**config.mk**
```make
export PLATFORM = sky130hd
export DESIGN_NAME = sid_cmd_queue
export DESIGN_NICKNAME = d
export VERILOG_FILES = /design/src/rtl/sid_cmd_queue.sv
export SDC_FILE = /design/constraint.sdc
export NUM_CORES = 1
export LEC_CHECK = 0
export BUFFER_PORTS_ARGS = -buffer_cell sky130_fd_sc_hd__buf_2
export CORE_MARGIN = 2
export CORE_UTILIZATION = 60
export CTS_CLUSTER_SIZE = 8
export DETAILED_ROUTE_END_ITERATION = 6
export PLACE_DENSITY = 0.76
export SLEW_MARGIN = 10
export SYNTH_ARGS = -nofsm -noshare
export SYNTH_HDL_FRONTEND = slang
export SYNTH_SLANG_ARGS = --single-unit
```
**constraint.sdc**
```tcl
create_clock -name CLK -period 3.2 [get_ports CLK]
set_input_delay 0.64 -clock CLK [delete_from_list [all_inputs] [get_ports CLK]]
set_output_delay 0.64 -clock CLK [all_outputs]
set_load 0.005 [all_outputs]
```
**src/rtl/sid_cmd_queue.sv**
```systemverilog
// sid_cmd_queue: decodes 2-byte SPI write commands (header, data),
// queues them, and releases one SID register write per CLKen tick.
//   CLK, RST (async, active-high), CLKen (1 MHz enable)
//   spi_data/spi_recv: byte stream in; clr: clears sticky flags
//   WR (one-hot per SID), ADDR, DATAW: register write out
//   level: FIFO occupancy; overflow, proto_err: sticky flags
// Optional: define SID_CMD_TIMEOUT_EN to abandon a half-received
// command after TIMEOUT idle CLK cycles.
module sid_cmd_queue #(
  parameter int NUM_SIDS = 1,
  parameter int ADDR_W   = 5,
  parameter int DEPTH    = 16,
  parameter int TIMEOUT  = 4095
) (
  input  logic                     CLK,
  input  logic                     RST,
  input  logic                     CLKen,
  input  logic [7:0]               spi_data,
  input  logic                     spi_recv,
  input  logic                     clr,
  output logic [NUM_SIDS-1:0]      WR,
  output logic [ADDR_W-1:0]        ADDR,
  output logic [7:0]               DATAW,
  output logic [$clog2(DEPTH):0]   level,
  output logic                     overflow,
  output logic                     proto_err
);

  localparam int CHIP_W = $clog2(NUM_SIDS);
  localparam int CW     = (CHIP_W > 0) ? CHIP_W : 1;
  localparam int PW     = $clog2(DEPTH);
  localparam int EW     = CW + ADDR_W + 8;

  typedef enum logic {HDR, DATA} st_t;

  st_t               st;
  logic [CW-1:0]     hdr_chip;
  logic [ADDR_W-1:0] hdr_addr;
  logic [CW-1:0]     in_chip;

  logic [EW-1:0]     mem [DEPTH];
  logic [PW-1:0]     wp;
  logic [PW-1:0]     rp;
  logic [EW-1:0]     rd;
  logic [CW-1:0]     rd_chip;

  logic push_req;
  logic full;
  logic pop;
  logic push;
  logic ovf_set;
  logic hdr_err;
  logic tmo;

  // With a single SID there are no chip bits in the header.
  generate
    if (NUM_SIDS > 1) begin : g_chip
      assign in_chip = spi_data[ADDR_W+CHIP_W-1:ADDR_W];
    end else begin : g_nochip
      assign in_chip = '0;
    end
  endgenerate

  assign push_req = spi_recv && (st == DATA);
  assign full     = (level == (PW+1)'(DEPTH));
  assign pop      = CLKen && (level != '0);
  // A pop in the same cycle frees the slot, so a full push still fits.
  assign push     = push_req && (!full || pop);
  assign ovf_set  = push_req && full && !pop;
  assign hdr_err  = spi_recv && (st == HDR) && !spi_data[7];

  assign rd      = mem[rp];
  assign rd_chip = rd[EW-1 -: CW];

`ifdef SID_CMD_TIMEOUT_EN
  localparam int TW = $clog2(TIMEOUT + 1);

  logic [TW-1:0] tcnt;

  assign tmo = (st == DATA) && !spi_recv &&
               (tcnt == TW'(TIMEOUT - 1));

  // Idle counter only runs while waiting for the data byte.
  always_ff @(posedge CLK or posedge RST) begin
    if (RST) begin
      tcnt <= '0;
    end else if (st != DATA || spi_recv) begin
      tcnt <= '0;
    end else if (!tmo) begin
      tcnt <= tcnt + 1'b1;
    end
  end
`else
  assign tmo = 1'b0;
`endif

  // Storage has no reset; emptiness lives in the pointers.
  always_ff @(posedge CLK) begin
    if (push) begin
      mem[wp] <= {hdr_chip, hdr_addr, spi_data};
    end
  end

  always_ff @(posedge CLK or posedge RST) begin
    if (RST) begin
      st        <= HDR;
      hdr_chip  <= '0;
      hdr_addr  <= '0;
      wp        <= '0;
      rp        <= '0;
      level     <= '0;
      WR        <= '0;
      ADDR      <= '0;
      DATAW     <= '0;
      overflow  <= 1'b0;
      proto_err <= 1'b0;
    end else begin
      unique case (st)
        HDR: begin
          if (spi_recv && spi_data[7]) begin
            hdr_chip <= in_chip;
            hdr_addr <= spi_data[ADDR_W-1:0];
            st       <= DATA;
          end
        end
        DATA: begin
          if (spi_recv || tmo) begin
            st <= HDR;
          end
        end
        default: st <= HDR;
      endcase

      if (push) begin
        wp <= wp + 1'b1;
      end

      WR <= '0;
      if (pop) begin
        rp    <= rp + 1'b1;
        WR    <= NUM_SIDS'(1) << rd_chip;
        ADDR  <= rd[8 +: ADDR_W];
        DATAW <= rd[7:0];
      end

      unique case ({push, pop})
        2'b10:   level <= level + 1'b1;
        2'b01:   level <= level - 1'b1;
        default: level <= level;
      endcase

      // Setting events win over clr.
      if (ovf_set) begin
        overflow <= 1'b1;
      end else if (clr) begin
        overflow <= 1'b0;
      end

      if (hdr_err || tmo) begin
        proto_err <= 1'b1;
      end else if (clr) begin
        proto_err <= 1'b0;
      end
    end
  end

endmodule

```
==> results of run 1 <==
## kinds of logic (layout without fill, tap and decap cells)
logic type      count (synthesis)  count (layout)
flops                         243             243
xor+xnor                        9               9
compound gates                 60              60
simple gates                   39              39
fa+ha+maj                       7               7
mux                            71              71
buf+inv                        34             122
## sequential cells by signal, indices dropped and copies added, names as in the netlist
name	flops
DATAW	8
overflow	1
st	1
ADDR	5
mem	208
level	5
rp	4
wp	4
hdr_addr	5
proto_err	1
WR	1
## metrics by stage
| step | utilization | TNS, ps | cells |
|---|---|---|---|
| after floorplan | - | -580 | 463 |
| after global placement | 0.650 | 0 | 699 |
| after detailed placement | 0.650 | 0 | 699 |
| after CTS | 0.717 | 0 | 762 |
| after global routing | 0.717 | 0 | 762 |
| final | 0.717 | 0 | 762 |
## cell usage in the layout (no fill, tap or decap), drive strengths merged, types with 2 or more instances in the layout
| master | n |
|---|---|
| a21oi | 15 |
| a31oi | 4 |
| nand4 | 3 |
| o22ai | 26 |
| mux2 | 19 |
| buf | 50 |
| nor2 | 2 |
| xnor2 | 7 |
| and3b | 4 |
| edfxtp | 208 |
| nand2 | 8 |
| ha | 7 |
| nor3b | 4 |
| nand2b | 2 |
| nand3 | 3 |
| inv | 9 |
| clkbuf | 62 |
| and3 | 4 |
| mux4 | 52 |
| xor2 | 2 |
| dfrtp | 35 |
| o21ai | 3 |
| and4 | 4 |
## worst max-delay path: cells and delay by family (launching register included)
family / cells / cell delay [ps]
compound gates: 4 / 900
xor+xnor: 1 / 190
flops: 1 / 470
simple gates: 2 / 540
fa+ha+maj: 1 / 240
## power by group through the flow
stage / Clock, mW / Combinational, mW / Sequential, mW
floorplan: 0 / 1.69 / 4.00
global placement: 0 / 2.09 / 4.33
detailed placement: 0 / 2.13 / 4.35
CTS: 3.42 / 2.14 / 4.30
global route: 3.59 / 2.28 / 4.35
finish: 3.37 / 2.12 / 4.29
## final cells by class
type / instances / area [sq um]
Sequential cell: 243 / 7130
Fill cell: 931 / 4340
Multi-Input combinational cell: 186 / 2210
Clock buffer: 62 / 1020
Timing Repair Buffer: 50 / 318
Tap cell: 211 / 264
Inverter: 9 / 33.8
Clock inverter: 1 / 7.51
## worst max-delay path by stage
stage / startpoint / end / slack, ps / depth (start not counted)
after detailed placement: CLKen / level[4] / 660 / 8
after global routing: level[1] / level[4] / 640 / 8
after CTS: level[1] / level[4] / 860 / 8
after floorplan: CLKen / mem[4][0] / -10 / 6
final: level[1] / level[4] / 770 / 8
after global placement: CLKen / level[4] / 760 / 8
## per-layer routing
layer / vias to the layer above / GRT usage / wire length, microns
li1: 2056 / - / -
met1: 2465 / 0.330 / 7600
met2: 147 / 0.407 / 9940
met3: 27 / 0.0528 / 1080
met4: 0 / 0.0810 / 425
met5: - / 0 / 0
==> flow_metrics.tcl, run 1 <==
set metrics [dict create \
    end_of_the_worst_register_to_register_path "level[4]" \
    path_cells "nor4_1 > a21oi_1 > xor2_1 > ha_1 > a31oi_1 > nor2_1 > a32o_1 > a22oi_1" \
    synthTopCellsByArea "sky130_fd_sc_hd__edfxtp_1, sky130_fd_sc_hd__mux4_2, sky130_fd_sc_hd__dfrtp_1, sky130_fd_sc_hd__mux2_2, sky130_fd_sc_hd__o22ai_1" \
    holdBufCountCts 0 \
    cell_with_the_most_instances_after_synthesis "sky130_fd_sc_hd__edfxtp_1" \
    die-width_microns 130 \
    power.share.switching 0.279 \
    synth.top_cells.by_count "sky130_fd_sc_hd__edfxtp_1, sky130_fd_sc_hd__mux4_2, sky130_fd_sc_hd__dfrtp_1" \
    io-pin-count 34 \
    irDropWorstVdd_v 0.000597 \
    placement.io_buffers 33 \
    tightestPinTransition_ps 906 \
    layout.cell_area.non_filler_sq_um 11000 \
    grt_setup_unrepaired "false" \
    power.leakage_nw 3.72 \
    final.min_clock_period_ps 2430 \
    synthMuxAreaShare 0.147 \
    synth_enable_flop_cells 208 \
    startpoint_of_the_worst_register_to_register_path "level[1]" \
    worstHoldPathCells 2 \
    netlist.area_leader.share 0.661 \
    synth_fa_ha_area_frac 0.00927 \
    slew_viol_final 0 \
    switchingPower_mw 2.72 \
    grt_pass1_vias 4817 \
    synth_top_family_by_area "multiplexers" \
    clockBufferDepth 3 \
    post-place-ws_ps 663 \
    min-delay-start "clr" \
    clkLatencyLatePin_ps 500 \
    effective_utilization_at_floorplan 0.617 \
    cts_setup_buffers 0 \
    synthArstFlopShare 0.144 \
    post-dp-hpwl_microns 11400 \
    run_status "complete, no violations" \
    design.final.nets 546 \
    timing.critical_path.arrival_ps 2840 \
    timing.setup.critical_path_class "reg2reg" \
    cell_internal_pwr_mw 7.05 \
    routed-via-count 4695 \
    synth-simple-area-share 0.0262 \
    placeableCoreArea_sq_um 15300 \
    critical_path.startpoint_type "flop" \
    synth_top_area_cell "sky130_fd_sc_hd__edfxtp_1" \
    clkSlewWorstSetupHoldPaths_ps 50 \
    syn_area_sq_um 9450 \
    worst-r2r-cell-count 8 \
    final-hold-violation-count 0 \
    timing.critical_path.fanout_max 9 \
    cts_repair_resize_count 0 \
    tritoncts "done" \
    postPlaceCellArea_sq_um 9950 \
    gp_routability_congestion 0.878 \
    worst-r2r-setup-slack_ps 770 \
    ys_ff_latch 243 \
    clock_power_share 0.345 \
    seq_power_share 0.439 \
    max_cap_viol_count 0 \
    combPwrFrac 0.216 \
    critPathSlowestCell "sky130_fd_sc_hd__dfrtp_1" \
    row_count 45 \
    number_of_sinks_driven_by_the_clock_tree 243 \
    setup-violations-final 0 \
    worst_setup_path_end_kind "flop" \
    antenna_violations_before_repair 0 \
    groute.usage.overall 0.245 \
    max_clock_freq_mhz 412 \
    detail_route.drc_violations 0 \
    grt_start_max_net_pins 33 \
    route.final.wire_length_microns 19000 \
    flow.area_growth_from_synthesis_pct 16.2 \
    antenna-diode-count 0 \
    cts-htree-levels 2 \
    die_h_microns 130 \
    synth_xor_area_frac 0.00834 \
    distinct_cell_type_count_of_the_synthesized_netlist 45 \
    ys.flop_type "sky130_fd_sc_hd__edfxtp_1" \
    worst_slack_ps 774 \
    finalCritPeriodShare 0.758 \
    syn_avg_cell_area_sq_um 20.4 \
    post_drt_via_cell_ratio 6.16 \
    wl_per_cell_microns 25.0 \
    timing.hold.worst_endpoint "proto_err" \
    synth.yosys.seq_area_share 0.754 \
    global_route_congestion_overflow_total 0 \
    critPathRequiredTime_ps 3610 \
    min_path_type "in2reg" \
    fin_worst_hold_slack_ps 319 \
    synth_compound_gate_area_share 0.0412 \
    clock_tree.root_cell "sky130_fd_sc_hd__clkbuf_16" \
    cpPeakStageDelay_ps 470 \
    netlist_instances 463 \
    final_antenna_net_count 0 \
    drive_above_1_share 0.309 \
    cts-buffers-inserted 36 \
    ys_warnings 0 \
    slew_headroom 0.396 \
    clock-skew-final_ps 15.5 \
    cellPowerDensity_nw_per_um2 891 \
    syn-num-nets 483 \
    drt_first_iter_violations 451 \
    wire_length_of_the_first_global_routing_pass_microns 29100 \
    die_area_sq_um 16800 \
    totalPowerFinal_mw 9.78 \
    first_pass_iters 4 \
]
No activity file was read; power rests on OpenSTA's default activity.
==> run 2: changes to the inputs <==
Settings changed: CORE_UTILIZATION 60 to 55, PLACE_DENSITY 0.76 to 0.73.
Clock period 3.2 ns to 2.05 ns, I/O delays scaled along.
==> run 2 against run 1 <==
Net effect: the run now ends with negative setup slack left; first-iteration DRC count fell by 6.9%; clock-buffer cell count did not move; die area up 8.8%; design area grew 4.9%; worst setup slack got worse by 770 ps; via count increased by 4.1%.
==> flow_metrics.tcl, run 2 (same netlist as run 1, synthesis figures left out) <==
set metrics [dict create \
    layout_utilization 0.690 \
    end_of_the_worst_register_to_register_path "level[4]" \
    grt_pass1_vias 5090 \
    placeableCoreArea_sq_um 16700 \
    cts-htree-levels 2 \
    critPathRequiredTime_ps 2460 \
    postPlaceCellArea_sq_um 10400 \
    grt_start_max_net_pins 54 \
    die_area_sq_um 18200 \
    irDropWorstVdd_v 0.00101 \
    largestRegisters "mem (208), DATAW (8)" \
    cpPeakStageDelay_ps 430 \
    clock_power_share 0.336 \
    final_antenna_net_count 0 \
    worst-r2r-cell-count 7 \
    mostFrequentLayoutCells "sky130_fd_sc_hd__edfxtp_1, sky130_fd_sc_hd__mux4_2, sky130_fd_sc_hd__clkbuf_16" \
    switchingPower_mw 4.38 \
    worst_slack_ps -0.513 \
    wl_per_cell_microns 24.5 \
    detail_route.drc_violations 0 \
    tritoncts "done" \
    clock_tree.root_cell "sky130_fd_sc_hd__clkbuf_16" \
    clock-skew-final_ps 15.0 \
    regMostFlops "mem" \
    drive_above_1_share 0.363 \
    antenna_violations_before_repair 0 \
    cts-buffers-inserted 36 \
    combPwrFrac 0.256 \
    finalCritPeriodShare 1.00 \
    max_clock_freq_mhz 488 \
    power.share.switching 0.281 \
    clockBufferDepth 3 \
    slew_headroom 0.489 \
    run_status "finished with violations" \
    holdBufCountCts 0 \
    setup-violations-final 1 \
    startpoint_of_the_worst_register_to_register_path "level[0]" \
    effective_utilization_at_floorplan 0.566 \
    largest_register_ffs 208 \
    routed-via-count 4889 \
    first_pass_iters 5 \
    placement.io_buffers 33 \
    layout.cell_area.non_filler_sq_um 11500 \
    critPathSlowestCell "sky130_fd_sc_hd__dfrtp_2" \
    row_count 47 \
    totalPowerFinal_mw 15.6 \
    min_path_type "in2async" \
    global_route_congestion_overflow_total 0 \
    violated_checks "negative setup slack" \
    tightestPinTransition_ps 765 \
    drt_first_iter_violations 420 \
    gp_routability_congestion 0.854 \
    cellPowerDensity_nw_per_um2 1360 \
    grt_setup_unrepaired "true" \
    worst-r2r-setup-slack_ps -0.5 \
    critical_path.startpoint_type "flop" \
    slew_viol_final 0 \
    worst_setup_path_end_kind "flop" \
    antenna-diode-count 0 \
    timing.critical_path.arrival_ps 2470 \
    final-hold-violation-count 0 \
    max_cap_viol_count 0 \
    clkLatencyLatePin_ps 500 \
    post-place-ws_ps -40.5 \
    groute.usage.overall 0.227 \
    final.min_clock_period_ps 2050 \
    seq_power_share 0.408 \
    timing.setup.critical_path_class "reg2reg" \
    clkSlewWorstSetupHoldPaths_ps 50 \
    io-pin-count 34 \
    post-dp-hpwl_microns 11500 \
    number_of_sinks_driven_by_the_clock_tree 243 \
    path_cells "nor4_4 > a21oi_2 > xor2_1 > ha_2 > a31oi_2 > or3b_1 > a22oi_2" \
    wire_length_of_the_first_global_routing_pass_microns 30200 \
    die-width_microns 135 \
    design.final.nets 571 \
    most_frequent_standard_cell_in_the_layout_excluding_fill_and_tap_cells "sky130_fd_sc_hd__edfxtp_1" \
    timing.critical_path.fanout_max 4 \
    cell_internal_pwr_mw 11.2 \
    die_h_microns 135 \
    post_drt_via_cell_ratio 6.13 \
    route.final.wire_length_microns 19600 \
    power.leakage_nw 3.93 \
    flow.area_growth_from_synthesis_pct 21.9 \
]
-- run 2: cell count changes in the layout (fill, tap and decap cells not counted), moves of 2 or more --
cell	before	now
sky130_fd_sc_hd__dfrtp_2	1	3
sky130_fd_sc_hd__buf_12	2	20
sky130_fd_sc_hd__dfrtp_1	33	31
sky130_fd_sc_hd__nor3b_4	0	4
sky130_fd_sc_hd__buf_4	15	21
sky130_fd_sc_hd__nor3b_2	4	0
sky130_fd_sc_hd__a31oi_1	4	2
-- run 2: how the worst max path moves through the flow --
| stage | from | end | slack (ps) |
|---|---|---|---|
| floorplan | level[2] | level[4] | -0.9 |
| global placement | spi_recv | level[4] | 50 |
| detailed placement | spi_recv | level[4] | -40 |
| CTS | level[0] | level[4] | 30 |
| global route | level[0] | level[4] | -100 |
| finish | level[0] | level[4] | -0.5 |
-- run 2: critical path: cells and delay by family, from the launching register on --
kind / cells / cell delay (ps)
AOI/OAI and AO/OA: 3 / 370
DFF: 1 / 430
xor gates and xnor gates: 1 / 190
and+or+nand+nor: 2 / 740
adders and majority gates: 1 / 250
-- run 2: final cells by class --
class / instances / area (sq um)
clock buffer: 62 / 998
fill: 1048 / 5180
inverter: 9 / 33.8
clock inverter: 3 / 32.5
timing repair buffer: 75 / 734
tap: 220 / 275
multi-input combinational: 186 / 2310
sequential: 243 / 7130
-- run 2: metrics by stage --
step	hold slack, ps	TNS, ps	std cells
floorplan	474	-0.856	463
global placement	488	0	730
detailed placement	483	-40.5	730
CTS	61.6	0	795
global route	73.5	-269	798
finish	46.4	-0.513	798
-- run 2: what timing repair did --
item / CTS / global route
endpoints found under the setup margin: 0 / 115
resized for setup: 0 / 11
setup buffers: 0 / 4
-- run 2: power by group through the flow --
| stage | Sequential (mW) | Combinational, mW | Clock [mW] |
|---|---|---|---|
| after floorplan | 6.27 | 2.74 | 0 |
| after global placement | 6.41 | 3.85 | 0 |
| after detailed placement | 6.45 | 3.91 | 0 |
| after CTS | 6.37 | 3.96 | 5.36 |
| after global routing | 6.42 | 4.29 | 5.57 |
| final | 6.38 | 3.99 | 5.25 |
-- run 2: routing by layer --
metal	track usage	vias to the layer above	part of all wire	wire length (microns)
li1	-	2107	-	-
met1	0.315	2558	0.39	7710
met2	0.370	189	0.51	9990
met4	0.0851	0	0.022	429
met3	0.0364	35	0.072	1420
met5	0	-	0	0
